--- config.mk ---
export PLATFORM = sky130hd
export DESIGN_NAME = wb_trace_fifo
export DESIGN_NICKNAME = d
export VERILOG_FILES = /design/src/rtl/wb_trace_fifo.sv
export SDC_FILE = /design/constraint.sdc
export NUM_CORES = 1
export LEC_CHECK = 0
export CAP_MARGIN = 15
export CORE_MARGIN = 2
export CORE_UTILIZATION = 55
export DETAILED_ROUTE_END_ITERATION = 7
export HOLD_SLACK_MARGIN = 0.05
export PLACE_DENSITY = 0.73
export RECOVER_POWER = 50
export SETUP_SLACK_MARGIN = 0.3
export SYNTH_ARGS = -nofsm -noshare
export SYNTH_HDL_FRONTEND = slang
export SYNTH_SLANG_ARGS = --single-unit
--- constraint.sdc ---
create_clock -name clk -period 6.8 [get_ports clk]
set_input_delay 1.7 -clock clk [delete_from_list [all_inputs] [get_ports clk]]
set_output_delay 1.7 -clock clk [all_outputs]
set_load 0.1 [all_outputs]
--- src/rtl/wb_trace_fifo.sv ---
// Writeback trace FIFO: captures debug register-file writes into a
// first-word-fall-through queue drained over a valid/ready port.
module wb_trace_fifo #(
    parameter int ADDR_W    = 4,
    parameter int FILTER_R0 = 1,
    parameter int SEQ_W     = 16
) (
    input  logic              clk,
    input  logic              rst,
    input  logic [31:0]       wb_pc,
    input  logic [3:0]        wb_rf_wen,
    input  logic [4:0]        wb_rf_wnum,
    input  logic [31:0]       wb_rf_wdata,
    input  logic              clear,
    output logic              out_valid,
    input  logic              out_ready,
    output logic [31:0]       out_pc,
    output logic [3:0]        out_wen,
    output logic [4:0]        out_wnum,
    output logic [31:0]       out_wdata,
    output logic [SEQ_W-1:0]  out_seq,
    output logic [ADDR_W:0]   count,
    output logic              full,
    output logic              empty,
    output logic              overflow
);

    localparam int DEPTH = 1 << ADDR_W;
    localparam logic [ADDR_W:0] DEPTH_C = (ADDR_W+1)'(DEPTH);
    localparam logic [ADDR_W:0] ONE_C   = (ADDR_W+1)'(1);

    typedef struct packed {
        logic [31:0]      pc;
        logic [3:0]       wen;
        logic [4:0]       wnum;
        logic [31:0]      wdata;
        logic [SEQ_W-1:0] seq;
    } entry_t;

    entry_t              mem_q [DEPTH];
    entry_t              head;
    entry_t              entry_in;

    logic [ADDR_W-1:0]   wptr_q, wptr_d;
    logic [ADDR_W-1:0]   rptr_q, rptr_d;
    logic [ADDR_W:0]     count_q, count_d;
    logic [SEQ_W-1:0]    seq_q, seq_d;
    logic                ovf_q, ovf_d;

    logic                is_r0;
    logic                push_req;
    logic                pop;
    logic                push_ok;
    logic                drop;
    logic [31:0]         lane_mask;

    // Request decode, handshake and the entry to be written.
    always_comb begin
        is_r0     = (FILTER_R0 != 0) && (wb_rf_wnum == 5'd0);
        push_req  = (|wb_rf_wen) && !is_r0;
        empty     = (count_q == '0);
        full      = (count_q == DEPTH_C);
        pop       = !empty && out_ready;
        // A pop in the same cycle frees the slot, so a full FIFO still accepts.
        push_ok   = push_req && (!full || pop);
        drop      = push_req && full && !pop;
        lane_mask = {{8{wb_rf_wen[3]}}, {8{wb_rf_wen[2]}},
                     {8{wb_rf_wen[1]}}, {8{wb_rf_wen[0]}}};
        entry_in.pc    = wb_pc;
        entry_in.wen   = wb_rf_wen;
        entry_in.wnum  = wb_rf_wnum;
        entry_in.wdata = wb_rf_wdata & lane_mask;
        entry_in.seq   = seq_q;
    end

    // Next-state for pointers, occupancy, sequence and sticky overflow.
    always_comb begin
        wptr_d  = wptr_q;
        rptr_d  = rptr_q;
        count_d = count_q;
        seq_d   = seq_q;
        ovf_d   = ovf_q;
        if (clear) begin
            wptr_d  = '0;
            rptr_d  = '0;
            count_d = '0;
            seq_d   = '0;
            ovf_d   = 1'b0;
        end else begin
            if (push_ok) begin
                wptr_d = wptr_q + 1'b1;
            end
            if (pop) begin
                rptr_d = rptr_q + 1'b1;
            end
            if (push_req) begin
                seq_d = seq_q + 1'b1;
            end
            if (drop) begin
                ovf_d = 1'b1;
            end
            unique case ({push_ok, pop})
                2'b10:   count_d = count_q + ONE_C;
                2'b01:   count_d = count_q - ONE_C;
                default: count_d = count_q;
            endcase
        end
    end

    // Control state register with asynchronous reset.
    always_ff @(posedge clk or posedge rst) begin
        if (rst) begin
            wptr_q  <= '0;
            rptr_q  <= '0;
            count_q <= '0;
            seq_q   <= '0;
            ovf_q   <= 1'b0;
        end else begin
            wptr_q  <= wptr_d;
            rptr_q  <= rptr_d;
            count_q <= count_d;
            seq_q   <= seq_d;
            ovf_q   <= ovf_d;
        end
    end

    // Entry storage; contents are only observed through valid slots.
    always_ff @(posedge clk) begin
        if (push_ok && !clear) begin
            mem_q[wptr_q] <= entry_in;
        end
    end

    // Head presentation, zeroed whenever no entry is valid.
    always_comb begin
        head      = mem_q[rptr_q];
        out_valid = !empty;
        out_pc    = out_valid ? head.pc    : '0;
        out_wen   = out_valid ? head.wen   : '0;
        out_wnum  = out_valid ? head.wnum  : '0;
        out_wdata = out_valid ? head.wdata : '0;
        out_seq   = out_valid ? head.seq   : '0;
        count     = count_q;
        overflow  = ovf_q;
    end

endmodule

**Yosys cells after proc, flatten, opt, wreduce, memory -nomap -nowiden**

Memory sizes are Yosys's and may differ from the RTL's.
Index checks and enable logic that the tools add are counted.

- Register bits after elaboration: 30
- RAM bits: 1424
- Memories kept: 1

Memory list:

| memory | depth | width | rd ports | clocked after memory_dff | wr ports | RTL line | RTL |
|---|---|---|---|---|---|---|---|
| mem_q | 16 | 89 | 1 | 0 | 1 | 40 | `entry_t mem_q [DEPTH];` |

- Add/subtract/negate cells: 5
- Equality and inequality tests: 3
- Muxes and demuxes: 17
- Bitwise gates (word level): 1
- Reductions and logical operators: 20

Operator list:

| cell | number |
|---|---|
| 32-bit 2-to-1 mux | 2 |
| 16-bit 2-to-1 mux | 3 |
| 32-bit bitwise AND | 1 |
| 4-bit 2-to-1 mux | 5 |
| 16-bit by 1-bit adder with 16-bit output (second input constant) | 1 |
| 5-bit logical NOT | 2 |
| 5-bit 2-to-1 mux | 2 |
| 5-bit case mux with 2 select lines | 1 |
| 4-bit by 1-bit adder with 4-bit output (second input constant) | 2 |
| 2-bit nonzero test | 4 |
| 1-bit logical AND | 6 |
| 5-bit by 1-bit adder with 5-bit output (second input constant) | 1 |
| 5-bit equality test (second input constant) | 1 |
| 1-bit logical NOT | 5 |
| 5-bit by 1-bit subtractor with 5-bit output (second input constant) | 1 |
| 1-bit 2-to-1 mux | 4 |
| 4-bit OR reduction | 1 |
| 3-bit nonzero test | 1 |
| 2-bit by 1-bit equality test with 1-bit output (second input constant) | 1 |
| 2-bit equality test (second input constant) | 1 |
| 1-bit logical OR | 1 |

**Longest topological paths before layout**

Gate-level depths: netlist (run 1).

- Depth after elaboration: 8
- Depth in mapped cells: 10
- Depth with buffers taken out: 10

**Least setup slack after synthesis (run 1)**

No wires, ideal clock.

- Path type: in2reg
- From: in wb_rf_wen[0]
- To: mem mem_q[15][0] (netlist name) (enable)
- Arrival time: 6240 ps
- Required time: 6262 ps
- Setup slack: 23 ps
- Cell stages on the path: 5
- Buffers on the path: 1
- Cells stage by stage: or4_4 -> o21a_1 -> clkbuf_1 -> nand3_1 -> nor2_1

- Cells in the longest elaborated chain, start to end: 6

Ends and longest elaborated chain:

| item | RTL line | RTL |
|---|---|---|
| start, declared | 11 | `input logic [3:0] wb_rf_wen,` |
| 4-bit OR reduction | 60 | `push_req = (\|wb_rf_wen) && !is_r0;` |
| 1-bit logical AND | 60 |  |
| 1-bit logical AND | 65 | `push_ok = push_req && (!full \|\| pop);` |
| 1-bit logical AND | 129 | `if (push_ok && !clear) begin` |
| 1-bit 2-to-1 mux | 129 |  |
| 1-bit 2-to-1 mux (not written as such) | 130 | `mem_q[wptr_q] <= entry_in;` |
| end, declared | 40 |  |

Every way passes these cells.

**Worst setup path after layout (run 1)**

- From: in wb_rf_wen[2]
- To: mem mem_q[10][26] (netlist name) (enable)

The elaborated chain is that of the path after synthesis.

==> results of run 1 <==
## cells by family (layout without fill, tap and decap cells)
kind of cell,Yosys count,after routing
other,0,4
buffers and inverters,133,505
DFF,1454,1454
and+or+nand+nor,130,130
AOI/OAI and AO/OA,115,115
muxes,539,539
xor gates and xnor gates,19,19
adders and majority gates,10,10
## state kept, by name (all words and copies together), names as in the netlist
signal,cells
seq_q,16
wptr_q,4
rptr_q,4
mem_q,1424
overflow,1
count,5
## worst max-delay path, stage by stage
cell and delay (ns):
dlygate4sd3_1 0.53, clkbuf_1 1.29, or4_1 0.35, o21ai_0 0.40, nor2_1 0.45, nand2_1 0.30, nor2_4 0.19, clkbuf_2 1.28
## worst paths after layout
kind / slack (ns) / cells after the start / end
worst max register to register: 3.19 / 6 / mem_q[10][26]$_DFFE_PP_
min in group asynchronous: 2.00 / 3 / count[3]$_DFFE_PP0P_
worst min-delay path: 0.53 / 2 / overflow$_DFFE_PP0P_
worst min register to register: 0.53 / 2 / overflow$_DFFE_PP0P_
worst max-delay path: 0.55 / 8 / mem_q[10][26]$_DFFE_PP_
max in group asynchronous: 3.60 / 3 / rptr_q[3]$_DFFE_PP0P_
## power groups by stage
stage	sequential (mW)	combinational, mW	clock, mW
2_1_floorplan	10.3	5.24	0
3_3_place_gp	10.3	7.00	0
3_5_place_dp	10.3	7.06	0
4_1_cts	10.2	7.08	7.49
5_1_grt	10.2	7.28	7.83
6_report	10.2	6.99	7.36
## cell type report
type | count | area, um^2 | area share (%)
Antenna cell | 4 | 10.01 | 0.01566
Clock inverter | 76 | 643.1 | 1.006
Clock buffer | 172 | 3687 | 5.769
Timing Repair Buffer | 248 | 2740 | 4.287
Tap cell | 1298 | 1624 | 2.541
Sequential cell | 1454 | 43520 | 68.10
Multi-Input combinational cell | 813 | 11650 | 18.23
Inverter | 9 | 33.78 | 0.05286
## placed cells by master, fill, tap and decap left out, types with 32 or more instances in the layout
cell	instances
mux2i_1	183
dlygate4sd3_1	44
and2_0	32
mux4_2	356
clkdlybuf4s50_1	130
buf_12	38
clkbuf_1	37
clkbuf_16	143
edfxtp_1	1424
o22ai_1	89
## layer usage
| layer | vias up | wire [um] | global-route usage (%) |
|---|---|---|---|
| li1 | 10750 | - | - |
| met5 | - | 13 | 0 |
| met2 | 1286 | 60040 | 37.70 |
| met3 | 175 | 10410 | 4.238 |
| met1 | 14010 | 48350 | 34.68 |
| met4 | 2 | 3162 | 7.477 |
## through the flow
| step | utilization, % | std cells | power, mW | setup WS (ns) |
|---|---|---|---|---|
| 2_1_floorplan | - | 2400 | 15.57 | 0.02289 |
| 3_3_place_gp | 59.56 | 3822 | 17.33 | 1.412 |
| 3_5_place_dp | 59.56 | 3822 | 17.40 | 1.409 |
| 4_1_cts | 63.89 | 4070 | 24.73 | 0.5547 |
| 5_1_grt | 63.82 | 4073 | 25.28 | 0.2577 |
| 6_report | 63.82 | 4074 | 24.50 | 0.5500 |
==> results.md, run 1 <==
* Run status: complete, but fails checks
* Failing checks: capacitance limit, slew limit
* Reg power frac at 41.4%
* Sw frac at 32.98%
* Post-CTS Setup Bufs at 0
* Largest net degree at the start of global routing at 108
* Asr flop ratio synth at 2.063%
* Routed WL at 122000 um
* RSZ-0062 raised after global routing: false
* Post-route cell area at 63910 um^2
* Most common cell in the netlist: edfxtp_1
* Residual DRC at 0
* Number of flops mapped to enable cells by yosys at 1424
* Cell Rows at 116
* P_sw at 8.080 mW
* Logic pwr share at 28.5%
* HP Start: overflow$_DFFE_PP0P_
* VDD IR-drop max at 371.5 uV
* Synth Flop Type: edfxtp_1
* Static leakage at 19.47 nW
* Final worst path period share at 91.91%
* I/O pin count at 175
* Placer Congestion at 0.7441
* Slew headroom at -20.04%
* CTS Buffer Depth at 3
* Main combinational cell family by area after synthesis: multiplexers
* Synth top cells by count: edfxtp_1, mux4_2, mux2i_1, o22ai_1, clkbuf_1
* Avg WL per Cell at 29.94 um
* Syn Inst Count at 2400
* GR Util All Layers at 23.91%
* Htree depth at 4
* Cell Area, Placed at 59650 um^2
* Post-cts sizing count at 0
* Worst hold margin at 0.5314 ns
* First-pass GRT wire length at 178500 um
* Die Wd at 322.0 um
* Clk root buf: clkbuf_16
* Layout filler cell count at 6352
* Cell variety after synth at 42
* Mapped Area at 55610 um^2
* Synth top area share at 76.89%
* Fin Setup TNS at 0 ns
* Clock Sinks at 1454
* F_max at 160.0 MHz
* Critical Path Sink Type: flip-flop
* Mux cell area share after synthesis at 17.72%
* Die area at 103700 um^2
* Sequential area share after synthesis at 78.24%
* Crit path required time at 7.12 ns
* Post-synthesis simple-gate area fraction at 1.210%
* Critical path class: input port to flip-flop
* YS warnings at 0
* Vias per cell at 6.437
* Clock share of power at 30.0%
* Adder-Cell Fraction of Synth Area at 0.2385%
* Int Power at 16.42 mW
* Vias in the first global route at 27300
* Fin Clk Skew at 0.02038 ns
* # setup viols final at 0
* Port buffer count at 174
* Core Area at 100100 um^2
* Final Slew Violations at 101
* Power Density at 383.4 nW/um^2
* Post-Syn Nets at 2487
* Initial antenna violation count at 6
* Largest area contributor in the netlist: edfxtp_1
* Routed Antenna Nets at 0
* Clock transition at path regs at 0.06 ns
* GRT Residual Overflow at 0
* DRT iter0 DRCs at 3068
* Worst Max-Slew Pin Slew at 1.801 ns
* Origin of the critical flop-to-flop path: count[1]$_DFFE_PP0P_
* Layout cells sized above 1 at 22.91%
* Die height at 322.0 um
* Synth top area cells: edfxtp_1, mux4_2, mux2i_1
* Endpoints failing hold at 0
* Area grow syn2layout at 14.92%
* Syn Area/Cell at 23.17 um^2
* Worst hold path class: flip-flop to flip-flop
* Synth Register Bits at 1454
* Starting Density at 55.53%
* Max Cap Viol at 3
* Worst EP arrival at 6.57 ns
* DPL Wire Length at 61410 um
* Synth Area in Compound Gates at 1.303%
* Worst setup startpoint: wb_rf_wen[2]
* Number of nets in the layout at 2752
* Clock Latency Late Sink at 0.74 ns
* Synth Area in XOR/XNOR at 0.2992%
* CTS Buf Count at 139
* Critical Path Start Type: input port
* CTS tree: built
* DR pass1 iterations at 5
* Detailed-route via count at 26230
* Hold_buf cts at 0
* Max Fanout on Critical Path at 43
* Final min period at 6.250 ns
No activity file was read; power rests on OpenSTA's default activity.
==> run 2, diff against run 1 <==
SKIP_LAST_GASP = 1   (was default)
==> results of run 2 <==
Final layout, timing and power as in run 1 (identical DEF).
